--- config.mk ---
export PLATFORM = sky130hd
export DESIGN_NAME = aes_arbiter
export DESIGN_NICKNAME = d
export VERILOG_FILES = /design/src/rtl/aes_arbiter.sv
export SDC_FILE = /design/constraint.sdc
export NUM_CORES = 1
export LEC_CHECK = 0
export CAP_MARGIN = 20
export CORE_AREA = 2 2 403 405
export CTS_CLUSTER_DIAMETER = 50
export CTS_CLUSTER_SIZE = 24
export DETAILED_ROUTE_END_ITERATION = 10
export DIE_AREA = 0 0 405 407
export PLACE_DENSITY = 0.33
export SLEW_MARGIN = 30
export SYNTH_ARGS = -nofsm -noshare
export SYNTH_HDL_FRONTEND = slang
export SYNTH_SLANG_ARGS = --single-unit
--- constraint.sdc ---
create_clock -name clk -period 16 [get_ports clk]
set_input_delay 1.6 -clock clk [delete_from_list [all_inputs] [get_ports clk]]
set_output_delay 1.6 -clock clk [all_outputs]
set_load 0.005 [all_outputs]
--- src/rtl/aes_arbiter.sv ---
// aes_arbiter: shares one AES core between two requesters with round-robin
// arbitration, a post-reset boot hold-off and a completion timeout.
module aes_arbiter #(
    parameter int BOOT_CYCLES = 12,
    parameter int TIMEOUT     = 16
) (
    input  logic         clk,
    input  logic         reset,
    input  logic         req0,
    input  logic         req1,
    input  logic [127:0] pt0,
    input  logic [127:0] pt1,
    input  logic [127:0] key0,
    input  logic [127:0] key1,
    output logic         gnt0,
    output logic         gnt1,
    output logic         done0,
    output logic         done1,
    output logic [127:0] ct_out,
    output logic         err,
    output logic         busy,
    output logic [127:0] aes_plaintext,
    output logic [127:0] aes_key,
    output logic         aes_start,
    input  logic [127:0] aes_cipher,
    input  logic         aes_ready
);
    localparam int BW = $clog2(BOOT_CYCLES + 1);
    localparam int TW = $clog2(TIMEOUT + 1);

    typedef enum logic [2:0] {BOOT, IDLE, GRANT, START, WAIT, DONE} state_t;

    state_t        state_q, state_d;
    logic [BW-1:0] boot_q, boot_d;
    logic [TW-1:0] tmo_q, tmo_d;
    logic          win_q, win_d, last_q, last_d;
    logic [127:0]  pt_q, pt_d, key_q, key_d, ct_q, ct_d;
    logic          err_q, err_d, busy_q;

    always_comb begin
        state_d = state_q;
        boot_d  = boot_q;
        tmo_d   = tmo_q;
        win_d   = win_q;
        last_d  = last_q;
        pt_d    = pt_q;
        key_d   = key_q;
        ct_d    = ct_q;
        err_d   = err_q;
        case (state_q)
            BOOT: begin
                boot_d  = boot_q + BW'(1);
                state_d = (boot_q == BW'(BOOT_CYCLES - 1)) ? IDLE : BOOT;
            end
            IDLE: if (req0 || req1) begin
                // tie goes to whoever was not served last
                win_d   = (req0 && req1) ? !last_q : req1;
                pt_d    = win_d ? pt1 : pt0;
                key_d   = win_d ? key1 : key0;
                state_d = GRANT;
            end
            GRANT: begin
                last_d  = win_q;
                state_d = START;
            end
            START: begin
                tmo_d   = '0;
                state_d = WAIT;
            end
            WAIT: begin
                tmo_d = (tmo_q == TW'(TIMEOUT)) ? tmo_q : tmo_q + TW'(1);
                // a ready in the expiring cycle still counts as success
                if (aes_ready) begin
                    ct_d    = aes_cipher;
                    err_d   = 1'b0;
                    state_d = DONE;
                end else if (tmo_d == TW'(TIMEOUT)) begin
                    ct_d    = '0;
                    err_d   = 1'b1;
                    state_d = DONE;
                end
            end
            DONE:    state_d = IDLE;
            default: state_d = BOOT;
        endcase
    end

    always_ff @(posedge clk or posedge reset) begin
        if (reset) begin
            state_q <= BOOT;
            boot_q  <= '0;
            tmo_q   <= '0;
            win_q   <= 1'b0;
            last_q  <= 1'b1;
            pt_q    <= '0;
            key_q   <= '0;
            ct_q    <= '0;
            err_q   <= 1'b0;
            busy_q  <= 1'b0;
        end else begin
            state_q <= state_d;
            boot_q  <= boot_d;
            tmo_q   <= tmo_d;
            win_q   <= win_d;
            last_q  <= last_d;
            pt_q    <= pt_d;
            key_q   <= key_d;
            ct_q    <= ct_d;
            err_q   <= err_d;
            busy_q  <= state_d != IDLE;
        end
    end

    assign gnt0          = state_q == GRANT && !win_q;
    assign gnt1          = state_q == GRANT && win_q;
    assign done0         = state_q == DONE && !win_q;
    assign done1         = state_q == DONE && win_q;
    assign aes_start     = state_q == START;
    assign aes_plaintext = pt_q;
    assign aes_key       = key_q;
    assign ct_out        = ct_q;
    assign err           = err_q;
    assign busy          = busy_q;
endmodule

Word level (Yosys, flattened, before mapping):

Cells that the tools add are included.

* flip-flop bits (word level): 400
* input bits: 645
* output and inout port bits: 391
* word-level logic and storage cells: 48

* add/sub/neg operators: 2
* equal/unequal tests: 9
* multiplexer cells: 14
* reduce and logical (&&, ||, !) cells: 13

Operators with widths (number)
* 128-bit two-way mux: 4
* 3-bit one-hot mux with 6 select lines: 1
* 5-bit == test (second input constant): 2
* 5-bit one-hot mux with 2 select lines: 1
* 3-bit two-way mux: 3
* 3-bit by 2-bit == test with 1-bit output (second input constant): 2
* 3-bit == test (second input constant): 2
* 5-bit by 1-bit adder with 5-bit output (second input constant): 1
* 1-bit logical AND: 5
* 5-bit two-way mux: 1
* 4-bit by 1-bit adder with 4-bit output (second input constant): 1
* 4-bit == test (second input constant): 1
* 1-bit two-way mux: 4
* 2-bit AND reduction: 2
* 2-bit nonzero test: 2
* 3-bit by 1-bit == test with 1-bit output (second input constant): 1
* 3-bit zero test: 1
* 3-bit by 1-bit != test with 1-bit output (second input constant): 1
* 1-bit zero test: 2
* 1-bit logical OR: 1

Longest topological paths before layout:

Gate-level depths: netlist of run 1.

* word-level depth: 7
* gate-level depth with buffers: 8
* depth with buffers taken out: 6

Least setup slack after synthesis of run 1:

No wires, ideal clock.

* path kind: input port to flip-flop
* start point: in req1
* end point: reg key_q[0] (netlist: aes_key[0])
* setup time: 141 ps
* data arrival time: 2663 ps
* data required time: 15859 ps
* slack: 13196 ps
* stages on the path: 6
* path buffers: 3
* cell sequence: o21bai_1 > nor3b_1 > buf_2 > clkbuf_1 > clkbuf_1 > a31oi_1

* word-level cells in the longest chain between the ends: 3
* elaborated cells between the ends (all ways): 5
* classes of those cells: mux: 2; reduce/logical: 3

Ends and longest elaborated chain
* start: declaration: line 10 `input logic req1,`
* 1-bit logical AND: line 57 `win_d = (req0 && req1) ? !last_q : req1;`
* 1-bit two-way mux: line 57
* 128-bit two-way mux: line 59 `key_d = win_d ? key1 : key0;`
* end signal: assignment: line 107 `key_q <= key_d;`
* end: declaration: line 37 `logic [127:0] pt_q, pt_d, key_q, key_d, ct_q, ct_d;`

Parallel ways exist; a longest one is shown, timed or not.
A chain may end at the register's enable or synchronous reset.

Final worst setup path of run 1:

* start point: in req0
* end point: reg pt_q[9] (netlist: aes_plaintext[9])

* word-level cells in the longest chain between the ends: 3
* elaborated cells between the ends (all ways): 5
* classes of those cells: mux: 2; reduce/logical: 3

Ends and longest elaborated chain
* start: declaration: line 9 `input logic req0,`
* 1-bit logical AND: line 57
* 1-bit two-way mux: line 57
* 128-bit two-way mux: line 58 `pt_d = win_d ? pt1 : pt0;`
* end signal: assignment: line 106 `pt_q <= pt_d;`
* end: declaration: line 37

Parallel ways exist; a longest one is shown, timed or not.

==> results of run 1 <==
## power breakdown
part | leakage, nW | switching [W] | internal [W]
sequential | 4.22 | 0.000331 | 0.00147
clock | 1.50 | 0.000654 | 0.00125
combinational | 7.47 | 0.00109 | 0.00128
total | 13.2 | 0.00208 | 0.00400
## cell families (layout without fill, tap and decap cells)
family / after synthesis / count (layout) / synth area share, %
other cells: 0 / 14 / 0
xor+xnor: 4 / 4 / 0.197
fa+ha+maj: 3 / 3 / 0.211
simple gates: 937 / 937 / 20.4
flops: 400 / 400 / 56.4
buf+inv: 177 / 1228 / 4.09
mux: 2 / 2 / 0.127
compound gates: 528 / 528 / 18.6
## final cells by class
| type | instances | area (sq um) |
|---|---|---|
| clock inverters | 38 | 541 |
| well taps | 2160 | 2700 |
| flip-flops and latches | 400 | 10000 |
| inverters | 5 | 28.8 |
| fillers | 17742 | 127000 |
| multi-input cells | 1474 | 7040 |
| diodes | 14 | 35.0 |
| repair buffers | 1064 | 10700 |
| clock buffers | 121 | 2510 |
## routing by layer
layer | GRT usage, % | part of all wire [%] | up-vias
li1 | - | - | 9018
met1 | 15.0 | 41 | 9174
met2 | 20.9 | 48 | 712
met3 | 4.85 | 8.7 | 144
met4 | 4.82 | 2.5 | 6
met5 | 0 | 0.043 | -
## registers in the layout (all words and copies together), names as in the netlist
name and flops:
last_q 1, state_q 3, tmo_q 5, busy 1, boot_q 4, aes_key 128, err 1, ct_out 128
win_q 1, aes_plaintext 128
## synthesized netlist by cell type, drive strengths merged, types with 2 or more instances
cell / number
ha: 3
xnor2: 2
nor2: 263
nor3b: 2
a22oi: 128
a31oi: 257
xor2: 2
nand2: 649
o21ai: 134
inv: 5
mux2: 2
nand3: 2
dfrtp: 399
a211o: 2
nand3b: 2
clkbuf: 123
and3: 3
nand4: 2
nor3: 2
buf: 49
nor2b: 5
## critical path, cell delays in order
cell and delay [ns]:
clkdlybuf4s50_1 0.49, nand2_1 0.11, nand2_4 0.33, buf_4 0.46, buf_4 0.51, buf_4 0.61, buf_4 0.68, nand2_1 0.14
a31oi_1 0.19
## metrics by stage
| stage | util, % | hold slack, ns |
|---|---|---|
| after global routing | 20.9 | 0.511 |
| after detailed placement | 19.0 | 0.459 |
| after CTS | 20.9 | 0.473 |
| after global placement | 19.0 | 0.461 |
| final | 20.9 | 0.471 |
| after floorplan | - | 0.438 |
## path summary, 6_finish.rpt
kind,to,from
hold / removal,boot_q[3]$_DFFE_PP0P_,boot_q[3]$_DFFE_PP0P_
max in group asynchronous,aes_plaintext[98]$_DFFE_PP0P_,reset
min in group asynchronous,aes_key[94]$_DFFE_PP0P_,reset
hold reg to reg,boot_q[3]$_DFFE_PP0P_,boot_q[3]$_DFFE_PP0P_
setup reg to reg,aes_plaintext[9]$_DFFE_PP0P_,last_q$_DFFE_PP1N_
setup / recovery,aes_plaintext[9]$_DFFE_PP0P_,req0
==> results.sh, run 1 <==
export IMPL_synth_cells=2051
export IMPL_wl_per_cell_um=20.9
export IMPL_async_reset_ff_share_pct=100
export IMPL_period_share_pct=29.6
export IMPL_first_global_vias=19432
export IMPL_power_leakage_nw=13.2
export IMPL_cts_resized=0
export IMPL_layout_common_cells="clkdlybuf4s50_1 (1035), nand2_1 (648), dfrtp_1 (399)"
export IMPL_drt_initial_drc_count=992
export IMPL_synth_cell_types=40
export IMPL_dpl_cell_area_sq_um=30400
export IMPL_cts_tree="done"
export IMPL_vias=19054
export IMPL_cts_setup_buffers=0
export IMPL_die_height_um=407
export IMPL_status="completed"
export IMPL_antenna_found_initial=21
export IMPL_endpoint_kind="register"
export IMPL_place_ws_ns=10.53
export IMPL_ir_drop_v=0.0000908
export IMPL_ys_ff_latch=400
export IMPL_drv_cap=0
export IMPL_setup_tns_ns=0
export IMPL_crit_type="in2reg"
export IMPL_syn_avg_cell_area_sq_um=8.66
export IMPL_worstPathArrival_ns=5.30
export IMPL_synth_flop_cell="dfrtp_1"
export IMPL_dp_hpwl_mm=81.9
export IMPL_synth_area_sq_um=17800
export IMPL_fmax_mhz=211
export IMPL_startpoint_type="input pin"
export IMPL_initial_core_util_pct=11.1
export IMPL_yosys_warnings=0
export IMPL_coreArea_sq_um=160000
export IMPL_rows=147
export IMPL_cts_buffers=86
export IMPL_area_growth_syn_to_layout_pct=88.8
export IMPL_grt_max_degree=195
export IMPL_grt_use_total_pct=12.8
export IMPL_grt_overflow_total=0
export IMPL_hold_path_class="reg2reg"
export IMPL_setup_ws_ns=11.26
export IMPL_numPortBuffers=1035
export IMPL_insertion_delay_ns=0.68
export IMPL_synth_top_area_share_pct=56.2
export IMPL_total_power_w=0.00607
export IMPL_die_area_sq_um=165000
export IMPL_r2r_slack_ns=12.09
export IMPL_grt_pass1_wl_mm=150
export IMPL_drtAntennaViolNets=0
export IMPL_min_path_cells=1
export IMPL_period_needed_ns=4.74
export IMPL_cts_root_buf="clkbuf_16"
export IMPL_tightest_slew_ns=1.04
export IMPL_finalHoldViolations=0
export IMPL_wirelength_mm=110
export IMPL_drc=0
export IMPL_yosys_area_top_type="dfrtp_1"
export IMPL_drt_pass1_iterations=5
export IMPL_cts_max_level=3
export IMPL_rsz0062_at_grt="false"
export IMPL_clk_pin_slew_ns=0.05
export IMPL_synth_edf_count=0
export IMPL_die_x_um=405
export IMPL_ys_seq_area_share_pct=56.4
export IMPL_crit_required_ns=16.56
export IMPL_synthTopCellsByArea="dfrtp_1 (56%), nand2_1 (14%), a31oi_1 (9.1%)"
export IMPL_cts_hold_buf=0
export IMPL_syn_nets=2699
export IMPL_relSlewSlack_pct=30.5
export IMPL_cts_sinks=400
export IMPL_cp_max_fo=55
export IMPL_power_density_nw_per_um2=181
export IMPL_cts_buffer_depth=3
export IMPL_r2r_cells=8
export IMPL_vias_per_cell=3.61
export IMPL_place_inst=5101
export IMPL_drive_gt1_share_pct=6.03
export IMPL_postLayoutCellArea_sq_um=33500
export IMPL_ioPinCount=1036
export IMPL_nets=3679
export IMPL_finalNonFillerCells=5276
export IMPL_final_common_cell="clkdlybuf4s50_1"
export IMPL_timing_final_max_slew_violations=0
export IMPL_place_gp_congestion=0.784
export IMPL_finalSetupViolCount=0
export IMPL_finClkSkew_ns=0.0433
Power figures use the tool's default switching activity.
==> inputs of run 2 (changes only) <==
==> constraint.sdc (replaced) <==
create_clock -name clk -period 4.7 [get_ports clk]
set_input_delay 0.47 -clock clk [delete_from_list [all_inputs] [get_ports clk]]
set_output_delay 0.47 -clock clk [all_outputs]
set_load 0.005 [all_outputs]
==> run 2 against run 1 <==
Compared with the run above: combinational power rose to 3.5 times the previous value; highest routed layer unchanged; total power grew to 3.5 times the previous value; routed wire length rose by 1.9%; utilization rose by 0.36 points; clock power rose to 3.6 times the previous value; hold slack got worse by 0.28 ns; global-route usage up 0.32 points; first-iteration DRC count increased by 17%; cell count up 0.57%.
==> results.sh, run 2 (same netlist as run 1, synthesis figures left out) <==
export IMPL_route_met2_wl_mm=53.1
export IMPL_fmax_mhz=345
export IMPL_finalNonFillerCells=5306
export IMPL_wl_met1_mm=46.4
export IMPL_insertion_delay_ns=0.67
export IMPL_status="completed"
export IMPL_relSlewSlack_pct=37.7
export IMPL_p_comb_share_pct=38.6
export IMPL_worstPathArrival_ns=2.43
export IMPL_drtAntennaViolNets=0
export IMPL_dpl_cell_area_sq_um=30800
export IMPL_period_needed_ns=2.90
export IMPL_vias=19159
export IMPL_p_sw_share_pct=34.2
export IMPL_finalHoldViolations=0
export IMPL_die_x_um=405
export IMPL_cts_setup_buffers=0
export IMPL_place_inst=5126
export IMPL_grt_pass1_wl_mm=155
export IMPL_hold_path_class="in2async"
export IMPL_cts_buffer_depth=3
export IMPL_drv_cap=0
export IMPL_power_leakage_nw=13.4
export IMPL_startpoint_type="register"
export IMPL_period_share_pct=61.6
export IMPL_top_layer_used="met5"
export IMPL_timing_final_max_slew_violations=0
export IMPL_cp_max_fo=7
export IMPL_sequentialPowerShare_pct=28.9
export IMPL_power_density_nw_per_um2=622
export IMPL_clkPwrFrac_pct=32.5
export IMPL_wirelength_mm=112
export IMPL_cts_tree="done"
export IMPL_nets=3708
export IMPL_finalSetupViolCount=0
export IMPL_first_global_vias=19666
export IMPL_place_gp_congestion=0.803
export IMPL_cts_buffers=91
export IMPL_power_switching_w=0.00725
export IMPL_dr_wl_met3_mm=10.2
export IMPL_postLayoutCellArea_sq_um=34100
export IMPL_cts_hold_buf=0
export IMPL_wl_per_cell_um=21.2
export IMPL_drt_pass1_iterations=5
export IMPL_dp_hpwl_mm=84.9
export IMPL_crit_required_ns=4.23
export IMPL_cts_resized=0
export IMPL_clk_pin_slew_ns=0.05
export IMPL_antenna_found_initial=23
export IMPL_cts_max_level=3
export IMPL_drive_gt1_share_pct=6.99
export IMPL_grt_max_degree=133
export IMPL_grt_use_total_pct=13.1
export IMPL_coreArea_sq_um=160000
export IMPL_crit_type="reg2out"
export IMPL_initial_core_util_pct=11.1
export IMPL_p_int_w=0.0140
export IMPL_endpoint_kind="output pin"
export IMPL_cts_root_buf="clkbuf_16"
export IMPL_rsz0062_at_grt="false"
export IMPL_drt_initial_drc_count=1159
export IMPL_die_area_sq_um=165000
export IMPL_grt_overflow_total=0
export IMPL_ir_drop_v=0.000270
export IMPL_layout_common_cells="clkdlybuf4s50_1 (1035), nand2_1 (648), dfrtp_1 (399)"
export IMPL_die_height_um=407
export IMPL_rows=147
export IMPL_vias_per_cell=3.61
export IMPL_area_growth_syn_to_layout_pct=92.0
export IMPL_final_common_cell="clkdlybuf4s50_1"
export IMPL_drc=0
export IMPL_tightest_slew_ns=0.927
export IMPL_ioPinCount=1036
export IMPL_numPortBuffers=1035
export IMPL_cts_sinks=400
export IMPL_finClkSkew_ns=0.0241
[run 2: cell count changes in the layout (fill, tap and decap cells not counted), moves of 3 or more]
| cell | previous run | this run |
|---|---|---|
| buf_12 | 2 | 20 |
| buf_4 | 23 | 32 |
| bufinv_16 | 10 | 13 |
| clkbuf_16 | 86 | 91 |
| clkbuf_8 | 23 | 16 |
| clkinv_2 | 16 | 8 |
| clkinvlp_4 | 5 | 14 |
| inv_6 | 1 | 5 |
[run 2: path summary, 6_finish.rpt]
check | from | to | slack, ns | cells past startpoint
setup / recovery | state_q[0]$_DFF_PP0_ | done0 | 1.80 | 4
hold / removal | reset | aes_plaintext[111]$_DFFE_PP0P_ | 0.19 | 2
setup reg to reg | tmo_q[0]$_DFFE_PP0P_ | ct_out[34]$_DFFE_PP0P_ | 1.83 | 7
hold reg to reg | boot_q[3]$_DFFE_PP0P_ | boot_q[3]$_DFFE_PP0P_ | 0.47 | 1
max in group asynchronous | reset | aes_key[63]$_DFFE_PP0P_ | 3.31 | 4
min in group clk | key0[49] | aes_key[49]$_DFFE_PP0P_ | 0.35 | 3
[run 2: worst max-delay path: stages, from the launching register on]
cell	delay, ns
dfrtp_1	0.47
nor2b_1	0.32
nand2_1	0.09
nor2_1	0.24
clkdlybuf4s50_1	0.64
[run 2: cell type report]
| type | instances | area [sq um] |
|---|---|---|
| fillers | 17797 | 126000 |
| diodes | 13 | 32.5 |
| clock inverters | 48 | 713 |
| multi-input cells | 1474 | 7040 |
| inverters | 5 | 25.0 |
| repair buffers | 1088 | 11000 |
| flip-flops and latches | 400 | 10000 |
| clock buffers | 118 | 2540 |
| well taps | 2160 | 2700 |
[run 2: metrics by stage]
stage / power, W / utilization [%] / setup WS [ns] / TNS, ns / hold slack (ns)
5_1_grt: 0.0227 / 21.3 / 1.57 / 0 / 0.160
6_report: 0.0212 / 21.3 / 1.80 / 0 / 0.194
2_1_floorplan: 0.00902 / - / -1.15 / -460.83 / 0.438
4_1_cts: 0.0217 / 21.2 / 1.62 / 0 / 0.140
3_5_place_dp: 0.0145 / 19.2 / 1.79 / 0 / 0.456
3_3_place_gp: 0.0146 / 19.2 / 1.85 / 0 / 0.459
[run 2: routing by layer]
| metal | track usage, % | up-vias |
|---|---|---|
| li1 | - | 9075 |
| met1 | 16.0 | 9183 |
| met2 | 21.0 | 739 |
| met3 | 5.31 | 148 |
| met4 | 4.00 | 14 |
| met5 | 0 | - |
[run 2: power by group through the flow]
stage | Clock (W) | Sequential [W] | Combinational [W]
CTS | 0.00712 | 0.00615 | 0.00841
floorplan | 0 | 0.00600 | 0.00302
global placement | 0 | 0.00616 | 0.00841
global route | 0.00728 | 0.00634 | 0.00905
detailed placement | 0 | 0.00616 | 0.00838
finish | 0.00689 | 0.00613 | 0.00819
